### src/rtl/cache_arbiter.sv
// cache_arbiter: shares the single physical-memory line port between the
// I-cache and the D-cache. One transaction is captured at a time, and its
// memory command is held stable until pmem_resp. The response is routed back
// to the owning cache in the same cycle. Ties go to the side that was not
// granted last, so neither side starves.
module cache_arbiter #(
  parameter int LINE_W = 256,
  parameter int ADDR_W = 32
) (
  input  logic              clk,
  input  logic              rst,
  // I-cache side
  input  logic              i_read,
  input  logic [ADDR_W-1:0] i_address,
  output logic [LINE_W-1:0] i_rdata,
  output logic              i_resp,
  // D-cache side
  input  logic              d_read,
  input  logic              d_write,
  input  logic [ADDR_W-1:0] d_address,
  input  logic [LINE_W-1:0] d_wdata,
  output logic [LINE_W-1:0] d_rdata,
  output logic              d_resp,
  // physical memory side
  output logic              pmem_read,
  output logic              pmem_write,
  output logic [ADDR_W-1:0] pmem_address,
  output logic [LINE_W-1:0] pmem_wdata,
  input  logic [LINE_W-1:0] pmem_rdata,
  input  logic              pmem_resp
);

  localparam logic [1:0] IDLE    = 2'd0;
  localparam logic [1:0] SERVE_I = 2'd1;
  localparam logic [1:0] SERVE_D = 2'd2;
  localparam logic [1:0] RECOVER = 2'd3;

  logic [1:0]        r_state;
  logic              r_last_d;
  logic              r_read;
  logic              r_write;
  logic [ADDR_W-1:0] r_address;
  logic [LINE_W-1:0] r_wdata;

  logic w_i_pend;
  logic w_d_pend;
  logic w_grant_i;
  logic w_grant_d;

  // Grant decision in IDLE: a lone requester wins; on a tie the side that
  // was not granted last wins.
  always_comb begin
    w_i_pend  = i_read;
    w_d_pend  = d_read | d_write;
    w_grant_i = w_i_pend & (~w_d_pend | r_last_d);
    w_grant_d = w_d_pend & (~w_i_pend | ~r_last_d);
  end

  // State machine plus the captured memory command. The memory outputs come
  // only from these registers, so requester changes mid-service have no effect.
  always_ff @(posedge clk or posedge rst) begin
    if (rst) begin
      r_state   <= IDLE;
      r_last_d  <= 1'b0;
      r_read    <= 1'b0;
      r_write   <= 1'b0;
      r_address <= '0;
      r_wdata   <= '0;
    end else begin
      case (r_state)
        IDLE: begin
          if (w_grant_i) begin
            r_state   <= SERVE_I;
            r_last_d  <= 1'b0;
            r_read    <= 1'b1;
            r_write   <= 1'b0;
            r_address <= i_address;
            r_wdata   <= '0;
          end else if (w_grant_d) begin
            // a simultaneous read and write is illegal; the write wins
            r_state   <= SERVE_D;
            r_last_d  <= 1'b1;
            r_read    <= ~d_write;
            r_write   <= d_write;
            r_address <= d_address;
            r_wdata   <= d_wdata;
          end
        end
        SERVE_I, SERVE_D: begin
          if (pmem_resp) begin
            r_state <= RECOVER;
            r_read  <= 1'b0;
            r_write <= 1'b0;
          end
        end
        RECOVER: begin
          r_state <= IDLE;
        end
        default: begin
          r_state <= IDLE;
        end
      endcase
    end
  end

  // Responses are combinational from pmem_resp, qualified by the owner state.
  // Read data is a plain pass-through; only the resp pulse qualifies it.
  always_comb begin
    i_resp       = (r_state == SERVE_I) & pmem_resp;
    d_resp       = (r_state == SERVE_D) & pmem_resp;
    i_rdata      = pmem_rdata;
    d_rdata      = pmem_rdata;
    pmem_read    = r_read;
    pmem_write   = r_write;
    pmem_address = r_address;
    pmem_wdata   = r_wdata;
  end

endmodule

### config.mk
export PLATFORM = sky130hd
export DESIGN_NAME = cache_arbiter
export DESIGN_NICKNAME = d
export VERILOG_FILES = /design/src/rtl/cache_arbiter.sv
export SDC_FILE = /design/constraint.sdc
export NUM_CORES = 1
export LEC_CHECK = 0
export ABC_AREA = 1
export CAP_MARGIN = 5
export CORE_AREA = 5 5 543 545
export DETAILED_ROUTE_END_ITERATION = 10
export DIE_AREA = 0 0 548 550
export PLACE_DENSITY_LB_ADDON = 0.08
export SYNTH_ARGS = -nofsm -noshare
export SYNTH_HDL_FRONTEND = slang
export SYNTH_SLANG_ARGS = --single-unit
### constraint.sdc
create_clock -name clk -period 25.8 [get_ports clk]
set_clock_uncertainty 0.2 [all_clocks]
set_input_delay 7.74 -clock clk [delete_from_list [all_inputs] [get_ports clk]]
set_output_delay 7.74 -clock clk [all_outputs]
set_load 0.02 [all_outputs]
==> Yosys cells after proc, flatten, opt, wreduce, memory -nomap -nowiden <==
Cells that the tools add are included.
W data, S select, Z words.
{ "word_totals": {"register_bits": 293, "latch_bits": 0, "ramBits": 0, "mem_bits_ro": 0, "input_bits": 582, "output_inout_bits": 804, "elab_cells": 46, "n_memories": 0} }
{ "classes": {"add_sub_neg": 0, "mul": 0, "div_mod_pow": 0, "magnitude_cmp": 0, "n_eq_ne": 5, "shift": 0, "muxes": 17, "bitwise_logic": 11, "n_reduce_logical": 7} }
{ "op_table": {"columns": ["cell", "count"], "rows": [
  ["$mux W256", 2],
  ["$mux W32", 2],
  ["$mux W1", 7],
  ["$mux W2", 3],
  ["$pmux W2 S3", 1],
  ["$and A1 B1 Y1", 4],
  ["$eq A2 B2 Y1 const B", 2],
  ["$not A1 Y1", 4],
  ["$pmux W1 S2", 2],
  ["$reduce_and A2 Y1", 2],
  ["$reduce_bool A2 Y1", 2],
  ["$ne A3 B3 Y1 const B", 1],
  ["$or A1 B1 Y1", 3],
  ["$reduce_and A3 Y1", 1],
  ["$eq A2 B1 Y1 const B", 1],
  ["$logic_not A2 Y1", 1],
  ["$ne A2 B2 Y1 const B", 1],
  ["$reduce_or A2 Y1", 1]
]} }

==> Longest topological paths before layout <==
Gate-level depths: netlist of the first run.
{ "depth": {"word_depth": 6, "ltp_mapped": 8} }

==> Worst setup path after synthesis of the first run <==
OpenSTA, ideal clock, no wires.
{ "synth_path": {"path_kind": "input port to output port", "from": "input pmem_resp", "to": "output d_resp", "t_arrival_ns": 7.910, "setup_slack_ns": 9.950, "stages": 2, "n_path_buf": 0, "cell_sequence": "nand2_1 -> inv_1"} }
{ "synth_via": {"elab_chain_len": 1} }
{ "synth_rtl": {"columns": ["element", "line", "source"], "rows": [
  ["start, declared", "30", "input logic pmem_resp"],
  ["$and A1 B1 Y1", "110", "d_resp = (r_state == SERVE_D) & pmem_resp;"],
  ["end, declared", "23", "output logic d_resp,"]
]} }
Every way passes these cells.

==> Final worst setup path of the first run <==
Same ends and word-level chain as after synthesis.

==> out/results.ini, run 1 <==
[run_status]
status=finished, final reports clean

[clocking]
cts-root-to-sink-buffers=3
cts_htree_levels=2
later_pin_clock_latency_in_the_skew_report_ns=0.68
clk_pin_slew_ns=0.05
clock_tree_from_tritoncts=built
cts_setup_buffers=0
cts.root.buffer_cell=sky130_fd_sc_hd__clkbuf_16
cts_hold_buffers=0
cts_inserted_buffers=55
post_cts_resize_count=0
cts_sinks=293

[critical_path]
slowest_stage=sky130_fd_sc_hd__clkdlybuf4s50_1
path_common_cell=sky130_fd_sc_hd__clkdlybuf4s50_1
cp_cell_sequence=clkdlybuf4s50_1 -> nand2_1 -> inv_1 -> clkdlybuf4s50_1
critical_path.endpoint_type=output pin
r2r-end=pmem_wdata[180]$_DFFE_PP0P_
worst-r2r-setup-slack_ns=21.16
worst-endpoint-required_ns=17.86
r2r_cells=9
total_buffers_and_inverters_traversed_by_the_critical_path=3
worst_path_top_cell_family_by_delay=buffers and inverters
worst_path_max_stage_delay_ns=0.60
arrival_ns=9.10
criticalPathCategory=in -> out
worstPathMaxFanout=3
startpoint_type=primary input
timing.rr.start=r_state[0]$_DFFE_PP0P_
instance_count_on_the_critical_path=4

[detailed_routing]
detail_route.wl_per_cell_um=21.0
detail_route.first_pass.iterations=4
drc_errors=0
wirelength_mm=123
via_count=13000
postRouteAntennaNets=0
initialDrtViolationCount=480
detail_route.vias_per_cell=2.22

[timing]
rsz_0062_raised_after_global_routing=false
max_slew_vio_count=0
worst_slew_pin_slew_ns=0.962
finalSetupViolations=0
period_share_pct=66.0
final.min_clock_period_ns=17.04
fmax_ghz=0.0587
slew-limit-headroom_pct=35.9
setup_total_negative_slack_ns=0
report.final.hold_viol_count=0

[logic_synthesis]
netlist.top_cell.by_area=sky130_fd_sc_hd__dfrtp_1
yosys_warnings=0
yosys.area.top_type_share_pct=44.3
postSynthCellCount=1943
synthesis.area_mm2=0.0166
synthDistinctLibCells=19
synthesis.area_per_instance_um2=8.52
number_of_register_bits_inferred_by_synthesis=293
postSynthNetCount=2529
synth_seq_area_share_pct=44.3
ys_top_cells_by_area=sky130_fd_sc_hd__dfrtp_1 44%, sky130_fd_sc_hd__buf_4 24%, sky130_fd_sc_hd__nand3_1 9.8%

[global_route]
grt_overflow=0
grt.total_usage_pct=7.83
antenna_found_initial=45
grt_start_max_net_pins=127
grt_pass1_vias=14200
grt_pass1_wl_mm=157

[worst_hold_path]
min_to=pmem_read$_DFFE_PP0P_
worstHoldPathCells=2
holdCritPathClass=reg -> reg
min-delay-start=pmem_read$_DFFE_PP0P_

[final_layout]
fill_cells=33700
drive_gt1_share_pct=4.91
areaGrowthSynthToFinish_pct=50.7
fin_area_mm2=0.0250
most_common_library_cell_in_the_layout_ignoring_fill_and_taps=sky130_fd_sc_hd__clkdlybuf4s50_1
fin_nets=2606
seqCellArea_mm2=0.00733
commonest_non_fill_non_tap_cells_in_the_layout=615 x sky130_fd_sc_hd__clkdlybuf4s50_1, 358 x sky130_fd_sc_hd__inv_1, 324 x sky130_fd_sc_hd__nand3_1
area_occupied_by_multi_input_gates_mm2=0.00339

[power_and_ir_drop]
clockPowerShare_pct=26.0
power.switching_uw=1320
total_leakage_power_uw=0.00931
power.combinational.fraction_pct=47.0
sequentialPowerShare_pct=27.0
worst_ir_drop_vdd_mv=0.0842
power.density_cell_area_mw_per_mm2=117
p_int_uw=1600
sw_frac_of_total_pct=45.2

[flow_run]
timing.max_cap.violations=0

[die]
core_mm2=0.290
row_count=198
start_util_pct=5.72
io-pin-count=1386
floorplan.die.width_um=548
die_area_mm2=0.301
die_h_um=550

[placed_design]
port_bufs=617
hpwl_mm=95.2
placed_cell_area_mm2=0.0232
gp_congestion=0.694

flip-flops by register name, indices dropped and copies added, names as in the netlist:
| register | flops |
|---|---|
| pmem_read | 1 |
| pmem_address | 32 |
| r_state | 2 |
| pmem_wdata | 256 |
| pmem_write | 1 |
| r_last_d | 1 |
final cells by class:
| class | instances | share of cell area (%) |
|---|---|---|
| Inverter | 360 | 5.44 |
| Antenna cell | 8 | 0.0802 |
| Clock inverter | 12 | 0.762 |
| Clock buffer | 83 | 6.26 |
| Multi-Input combinational cell | 675 | 13.6 |
| Sequential cell | 293 | 29.4 |
| Tap cell | 3800 | 19.1 |
| Timing Repair Buffer | 635 | 25.5 |
logic make-up after synthesis:
logic type	synth area share (%)
adders and majority gates	0.302
DFF	44.3
buffers and inverters	35.4
AOI/OAI and AO/OA	8.89
and+or+nand+nor	11.1
power groups by stage:
stage                     logic, uW  registers (uW)  clock network (uW)
after global placement         1460             802                   0
after detailed placement       1440             800                   0
after floorplan                 522            1010                   0
final                          1370             789                 760
after CTS                      1450             798                 829
after global routing           1530             821                 829
cell usage after synthesis (all sizes together):
master / count
inv: 360
o21ai: 291
nand3: 324
clkbuf: 14
or2: 1
nand3b: 1
buf: 601
dfrtp: 293
nand2: 48
a21boi: 1
nor2: 5
ha: 4
metal layers:
metal  global-route usage (%)  vias to the layer above  wire [um]
met5                    0.422                        -        249
met4                     4.12                       26       7060
met3                     5.88                      393      20500
met2                     11.2                      993      49100
met1                     8.36                     5851      46000
li1                         -                     5732          -
worst register-to-register path, stage by stage, from the launching register on:
cell and delay, ns:
sky130_fd_sc_hd__dfrtp_1 0.41, sky130_fd_sc_hd__inv_1 0.12, sky130_fd_sc_hd__ha_1 0.22, sky130_fd_sc_hd__a21boi_4 0.26, sky130_fd_sc_hd__buf_12 0.46, sky130_fd_sc_hd__buf_4 0.85
sky130_fd_sc_hd__buf_4 0.82, sky130_fd_sc_hd__buf_4 0.81, sky130_fd_sc_hd__nand3_1 0.30, sky130_fd_sc_hd__o21ai_0 0.13
metrics by stage:
stage | util (%) | setup slack (ns) | instances | hold WS (ns) | power, uW
2_1_floorplan | - | 9.77 | 1943 | 0.274 | 1530
3_3_place_gp | 8.01 | 8.73 | 5763 | 0.287 | 2260
3_5_place_dp | 8.01 | 8.74 | 5763 | 0.291 | 2240
4_1_cts | 8.61 | 8.73 | 5858 | 0.316 | 3070
5_1_grt | 8.61 | 8.69 | 5859 | 0.345 | 3180
6_report | 8.62 | 8.76 | 5866 | 0.297 | 2920
how the worst max path moves through the flow:
| stage | startpoint | end |
|---|---|---|
| 2_1_floorplan | rst | pmem_address[0]$_DFFE_PP0P_ |
| 3_3_place_gp | pmem_resp | d_resp |
| 3_5_place_dp | pmem_resp | d_resp |
| 4_1_cts | pmem_resp | d_resp |
| 5_1_grt | pmem_resp | d_resp |
| 6_report | pmem_resp | d_resp |
Power figures use the tool's default switching activity.
==> inputs of run 2 (changes only) <==
--- a/config.mk
+++ b/config.mk
@@ -7,9 +7,9 @@
 export LEC_CHECK = 0
 export ABC_AREA = 1
 export CAP_MARGIN = 5
-export CORE_AREA = 5 5 543 545
+export CORE_AREA = 5 5 544 546
 export DETAILED_ROUTE_END_ITERATION = 10
-export DIE_AREA = 0 0 548 550
+export DIE_AREA = 0 0 549 551
 export PLACE_DENSITY_LB_ADDON = 0.08
 export SYNTH_ARGS = -nofsm -noshare
 export SYNTH_HDL_FRONTEND = slang
==> constraint.sdc (replaced) <==
create_clock -name clk -period 14.01 [get_ports clk]
set_clock_uncertainty 0.2 [all_clocks]
set_input_delay 4.203 -clock clk [delete_from_list [all_inputs] [get_ports clk]]
set_output_delay 4.203 -clock clk [all_outputs]
set_load 0.02 [all_outputs]
==> out/results.ini, run 2 (synthesized netlist as in run 1, its figures left out) <==
[run_status]
status=finished, final reports clean

[power_and_ir_drop]
p_int_uw=2990  ; +87%
power.combinational.fraction_pct=46.8  ; -0.2 points
clockPowerShare_pct=26.6  ; +0.6 points
power.switching_uw=2430  ; +84%
sequentialPowerShare_pct=26.7  ; -0.3 points
total_leakage_power_uw=0.00935  ; +0.48%
sw_frac_of_total_pct=44.8  ; -0.36 points
worst_ir_drop_vdd_mv=0.106  ; +26%
power.density_cell_area_mw_per_mm2=216  ; +84%

[timing]
max_slew_vio_count=0  ; unchanged
report.final.hold_viol_count=0  ; unchanged
setup_total_negative_slack_ns=0  ; unchanged
period_share_pct=70.3
fmax_ghz=0.102
final.min_clock_period_ns=9.84
worst_slew_pin_slew_ns=0.989  ; +0.0271 ns
rsz_0062_raised_after_global_routing=false
finalSetupViolations=0  ; unchanged
slew-limit-headroom_pct=34.1  ; -1.8 points
timing.hold.ws_ns=0.294  ; -0.00317 ns

[detailed_routing]
detail_route.first_pass.iterations=5  ; +1
detail_route.vias_per_cell=2.19  ; -1.0%
detail_route.wl_per_cell_um=20.9  ; -0.49%
postRouteAntennaNets=0  ; unchanged
drc_errors=0  ; unchanged
via_count=13100  ; +0.61%
initialDrtViolationCount=478  ; -0.42%
wirelength_mm=124  ; +1.2%

[flow_run]
timing.max_cap.violations=0  ; unchanged

[critical_path]
r2r_cells=8  ; -1
startpoint_type=primary input
worstPathMaxFanout=3  ; unchanged
worst-endpoint-required_ns=9.61  ; -8.25 ns
arrival_ns=5.44  ; -3.66 ns
timing.rr.start=r_last_d$_DFFE_PP0P_
start_point_of_the_critical_path=pmem_resp
critical_path.endpoint_type=output pin
criticalPathCategory=in -> out
worst-r2r-setup-slack_ns=10.44  ; -10.72 ns
r2r-end=pmem_wdata[245]$_DFFE_PP0P_
setup.worst_path.end=d_resp

[clocking]
cts_inserted_buffers=54  ; -1.8%
cts.root.buffer_cell=sky130_fd_sc_hd__clkbuf_16
cts_setup_buffers=0  ; unchanged
clock_tree_from_tritoncts=built
cts-root-to-sink-buffers=3  ; unchanged
cts_hold_buffers=0  ; unchanged
clk_pin_slew_ns=0.06  ; about the same
cts_htree_levels=2  ; unchanged
post_cts_resize_count=0  ; unchanged
later_pin_clock_latency_in_the_skew_report_ns=0.68  ; about the same
cts_sinks=293  ; unchanged

[final_layout]
fin_nets=2606  ; unchanged
final_core_utilization_pct=8.66  ; +0.044 points
commonest_non_fill_non_tap_cells_in_the_layout=616 x sky130_fd_sc_hd__clkdlybuf4s50_1, 358 x sky130_fd_sc_hd__inv_1, 324 x sky130_fd_sc_hd__nand3_1
areaGrowthSynthToFinish_pct=51.8
most_common_library_cell_in_the_layout_ignoring_fill_and_taps=sky130_fd_sc_hd__clkdlybuf4s50_1
flip_flop_count_of_the_largest_register_after_layout=256  ; unchanged
drive_gt1_share_pct=5.19  ; +0.29 points

[die]
die_h_um=551  ; +0.18%
die_area_mm2=0.302  ; +0.36%
floorplan.die.width_um=549  ; +0.18%
start_util_pct=5.71  ; -0.0098 points
io-pin-count=1386  ; unchanged
core_mm2=0.290  ; +0.17%
row_count=198  ; unchanged

[global_route]
grt_pass1_vias=14300  ; +0.77%
grt_pass1_wl_mm=158  ; +0.93%
grt.total_usage_pct=7.88  ; +0.049 points
grt_start_max_net_pins=124  ; -2.4%
antenna_found_initial=50  ; +11%
grt_overflow=0  ; unchanged

[worst_hold_path]
worstHoldPathCells=2  ; unchanged
holdCritPathClass=reg -> reg

[placed_design]
gp_congestion=0.667  ; -3.9%
hpwl_mm=98.0  ; +2.9%
port_bufs=617  ; unchanged

-- run 2: metrics by stage --
stage | std cells | worst slack, ns | power, uW | cell area (um^2)
3_3_place_gp | 5864 | 4.13 | 4180 | 23300
5_1_grt | 5961 | 4.11 | 5920 | 25100
4_1_cts | 5960 | 4.14 | 5720 | 25100
6_report | 5964 | 4.17 | 5420 | 25100
3_5_place_dp | 5864 | 4.14 | 4150 | 23300
2_1_floorplan | 1943 | 1.52 | 2820 | 16600
-- run 2: worst max-delay path, cell delays in order --
cell                              delay (ns)
sky130_fd_sc_hd__clkdlybuf4s50_1        0.51
sky130_fd_sc_hd__nand2_1                0.08
sky130_fd_sc_hd__inv_1                  0.05
sky130_fd_sc_hd__clkdlybuf4s50_1        0.60
-- run 2: layout make-up --
type / count / area (um^2)
multi-input cells: 675 / 3390
repair buffers: 636 / 6350
clock inverters: 19 / 292
well taps: 3900 / 4880
flip-flops and latches: 293 / 7330
clock buffers: 77 / 1520
fillers: 33800 / 265000
inverters: 360 / 1360
diodes: 4 / 10.0
-- run 2: how the worst min path moves through the flow --
stage	from	to	slack [ns]
2_1_floorplan	r_state[1]$_DFFE_PP0P_	r_state[1]$_DFFE_PP0P_	0.27
3_3_place_gp	pmem_read$_DFFE_PP0P_	pmem_read$_DFFE_PP0P_	0.28
3_5_place_dp	pmem_read$_DFFE_PP0P_	pmem_read$_DFFE_PP0P_	0.28
4_1_cts	pmem_read$_DFFE_PP0P_	pmem_read$_DFFE_PP0P_	0.30
5_1_grt	pmem_read$_DFFE_PP0P_	pmem_read$_DFFE_PP0P_	0.31
6_report	pmem_read$_DFFE_PP0P_	pmem_read$_DFFE_PP0P_	0.29
-- run 2: layer usage --
layer	part of all wire, %	global-route usage (%)	vias up
li1	-	-	5731
met1	35	8.03	5950
met2	41	11.5	1003
met3	18	6.34	374
met4	5.6	3.89	16
met5	0.35	0.938	-
-- run 2: power by group through the flow --
stage / clock (uW) / combinational [uW] / sequential [uW]
floorplan: 0 / 960 / 1860
global placement: 0 / 2710 / 1470
detailed placement: 0 / 2680 / 1470
CTS: 1560 / 2690 / 1460
global route: 1570 / 2850 / 1510
finish: 1440 / 2530 / 1450
==> inputs of run 3 (changes only) <==
--- a/config.mk
+++ b/config.mk
@@ -7,9 +7,9 @@
 export LEC_CHECK = 0
 export ABC_AREA = 1
 export CAP_MARGIN = 5
-export CORE_AREA = 5 5 544 546
+export CORE_AREA = 5 5 534 536
 export DETAILED_ROUTE_END_ITERATION = 10
-export DIE_AREA = 0 0 549 551
+export DIE_AREA = 0 0 539 541
 export PLACE_DENSITY_LB_ADDON = 0.08
 export SYNTH_ARGS = -nofsm -noshare
 export SYNTH_HDL_FRONTEND = slang
==> constraint.sdc (replaced) <==
create_clock -name clk -period 9.73 [get_ports clk]
set_clock_uncertainty 0.2 [all_clocks]
set_input_delay 2.919 -clock clk [delete_from_list [all_inputs] [get_ports clk]]
set_output_delay 2.919 -clock clk [all_outputs]
set_load 0.02 [all_outputs]
==> out/results.ini, run 3 (synthesized netlist as in run 1, its figures left out) <==
[detailed_routing]
wirelength_mm=123  ; -0.85%
drc_errors=0  ; unchanged
via_count=13000  ; -0.41%
initialDrtViolationCount=505  ; +5.6%
detail_route.vias_per_cell=2.24  ; +2.3%
detail_route.wl_per_cell_um=21.2  ; +1.8%
postRouteAntennaNets=0  ; unchanged
detail_route.first_pass.iterations=6  ; +1

[global_route]
grt_pass1_wl_mm=159  ; +0.31%
antenna_found_initial=42  ; -16%
grt_start_max_net_pins=169  ; +36%
grt_overflow=0  ; unchanged
grt_pass1_vias=14100  ; -1.5%
grt.total_usage_pct=8.13  ; +0.26 points

[worst_hold_path]
min-delay-start=pmem_read$_DFFE_PP0P_
holdCritPathClass=reg -> reg
min_to=pmem_read$_DFFE_PP0P_
worstHoldPathCells=2  ; unchanged

[power_and_ir_drop]
power.density_cell_area_mw_per_mm2=314  ; +46%
fin_total_pwr_uw=7840  ; +45%
p_int_uw=4310  ; +44%
worst_ir_drop_vdd_mv=0.130  ; +23%
clockPowerShare_pct=26.3  ; -0.3 points
power.combinational.fraction_pct=47.3  ; +0.5 points
sequentialPowerShare_pct=26.5  ; -0.2 points
sw_frac_of_total_pct=45.0  ; +0.13 points
power.switching_uw=3530  ; +45%
total_leakage_power_uw=0.00936  ; about the same

[timing]
finalSetupViolations=0  ; unchanged
setup_total_negative_slack_ns=0  ; unchanged
rsz_0062_raised_after_global_routing=false
period_share_pct=74.8
report.final.hold_viol_count=0  ; unchanged
fin_ws_ns=2.45  ; -1.71 ns
slew-limit-headroom_pct=37.0  ; +3.0 points
fmax_ghz=0.137
timing.hold.ws_ns=0.294  ; -0.0000560 ns
worst_slew_pin_slew_ns=0.942  ; -0.0474 ns
max_slew_vio_count=0  ; unchanged
final.min_clock_period_ns=7.28

[run_status]
status=finished, final reports clean

[die]
start_util_pct=5.91  ; +0.20 points
floorplan.die.width_um=539  ; -1.8%
row_count=195  ; -1.5%
core_mm2=0.280  ; -3.4%
die_area_mm2=0.292  ; -3.6%
die_h_um=541  ; -1.8%
io-pin-count=1386  ; unchanged

[critical_path]
timing.rr.start=r_state[0]$_DFFE_PP0P_
r2r_cells=7  ; -1
cp_cell_sequence=clkdlybuf4s50_1 -> nand2_1 -> inv_1 -> clkdlybuf4s50_1
path_common_cell=sky130_fd_sc_hd__clkdlybuf4s50_1
arrival_ns=4.16  ; -1.28 ns
worstPathMaxFanout=3  ; unchanged
worst-endpoint-required_ns=6.61  ; -3.00 ns
worst-r2r-setup-slack_ns=6.64  ; -3.80 ns
worst_path_max_stage_delay_ns=0.59  ; about the same
critical_path.endpoint_type=output pin
criticalPathCategory=in -> out
r2r-end=pmem_wdata[199]$_DFFE_PP0P_
slowest_stage=sky130_fd_sc_hd__clkdlybuf4s50_1
startpoint_type=primary input

[clocking]
cts-root-to-sink-buffers=3  ; unchanged
cts_hold_buffers=0  ; unchanged
cts.root.buffer_cell=sky130_fd_sc_hd__clkbuf_16
post_cts_resize_count=0  ; unchanged
cts_setup_buffers=0  ; unchanged
cts_htree_levels=2  ; unchanged
cts_inserted_buffers=55  ; +1.9%
cts_sinks=293  ; unchanged
clk_pin_slew_ns=0.05  ; about the same
later_pin_clock_latency_in_the_skew_report_ns=0.68  ; about the same
clock_tree_from_tritoncts=built

[final_layout]
drive_gt1_share_pct=5.24  ; +0.046 points
commonest_non_fill_non_tap_cells_in_the_layout=616 x sky130_fd_sc_hd__clkdlybuf4s50_1, 358 x sky130_fd_sc_hd__inv_1, 324 x sky130_fd_sc_hd__nand3_1
fin_nets=2608  ; +0.077%
areaGrowthSynthToFinish_pct=50.7
instances_no_fill=5808  ; -2.6%
flip_flop_count_of_the_largest_register_after_layout=256  ; unchanged
most_common_library_cell_in_the_layout_ignoring_fill_and_taps=sky130_fd_sc_hd__clkdlybuf4s50_1
fill_cells=32600  ; -3.6%
seqCellArea_mm2=0.00733  ; unchanged
area_occupied_by_multi_input_gates_mm2=0.00339  ; unchanged

[placed_design]
post-place-cells=5708  ; -2.7%
port_bufs=617  ; unchanged
pre_cts_ws_ns=2.43  ; -1.71 ns
gp_congestion=0.667  ; about the same
hpwl_mm=96.7  ; -1.4%

[flow_run]
timing.max_cap.violations=0  ; unchanged

==> run 3: area by class of cell <==
cell class,count,area share [%]
antenna,4,0.0401
clock buffer,79,6.24
clock inverter,17,0.887
inverter,360,5.43
multi-input combinational,675,13.6
sequential,293,29.4
tap,3743,18.8
timing repair buffer,637,25.7
==> run 3: routing by layer <==
| metal | vias up | share of wire [%] | track usage, % |
|---|---|---|---|
| li1 | 5735 | - | - |
| met1 | 5965 | 38 | 8.91 |
| met2 | 936 | 41 | 11.8 |
| met3 | 375 | 15 | 5.73 |
| met4 | 10 | 5.4 | 3.78 |
| met5 | - | 0.19 | 0.477 |
==> run 3: worst max-delay path by stage <==
stage | from | endpoint | slack [ns] | cells past startpoint
after floorplan | rst | pmem_address[0]$_DFFE_PP0P_ | 2.72 | 1
after global placement | pmem_resp | d_resp | 2.42 | 4
after detailed placement | pmem_resp | d_resp | 2.43 | 4
after CTS | pmem_resp | d_resp | 2.43 | 4
after global routing | pmem_resp | d_resp | 2.39 | 4
final | pmem_resp | d_resp | 2.45 | 4
==> run 3: power groups by stage <==
| stage | Combinational [uW] | Sequential (uW) | Clock (uW) |
|---|---|---|---|
| 6_report | 3710 | 2080 | 2060 |
| 2_1_floorplan | 1380 | 2680 | 0 |
| 3_5_place_dp | 3920 | 2110 | 0 |
| 4_1_cts | 3940 | 2100 | 2260 |
| 3_3_place_gp | 3960 | 2110 | 0 |
| 5_1_grt | 4150 | 2160 | 2270 |
==> run 3: worst max-delay path: cells and delay by family <==
| kind | cells | cell delay (ns) |
|---|---|---|
| simple gates | 1 | 0.08 |
| buf+inv | 3 | 1.16 |
==> run 3: stage by stage <==
| step | utilization, % | instance area [um^2] |
|---|---|---|
| finish | 8.90 | 25000 |
| global route | 8.90 | 24900 |
| CTS | 8.90 | 24900 |
| detailed placement | 8.26 | 23200 |
| global placement | 8.26 | 23200 |
| floorplan | - | 16600 |
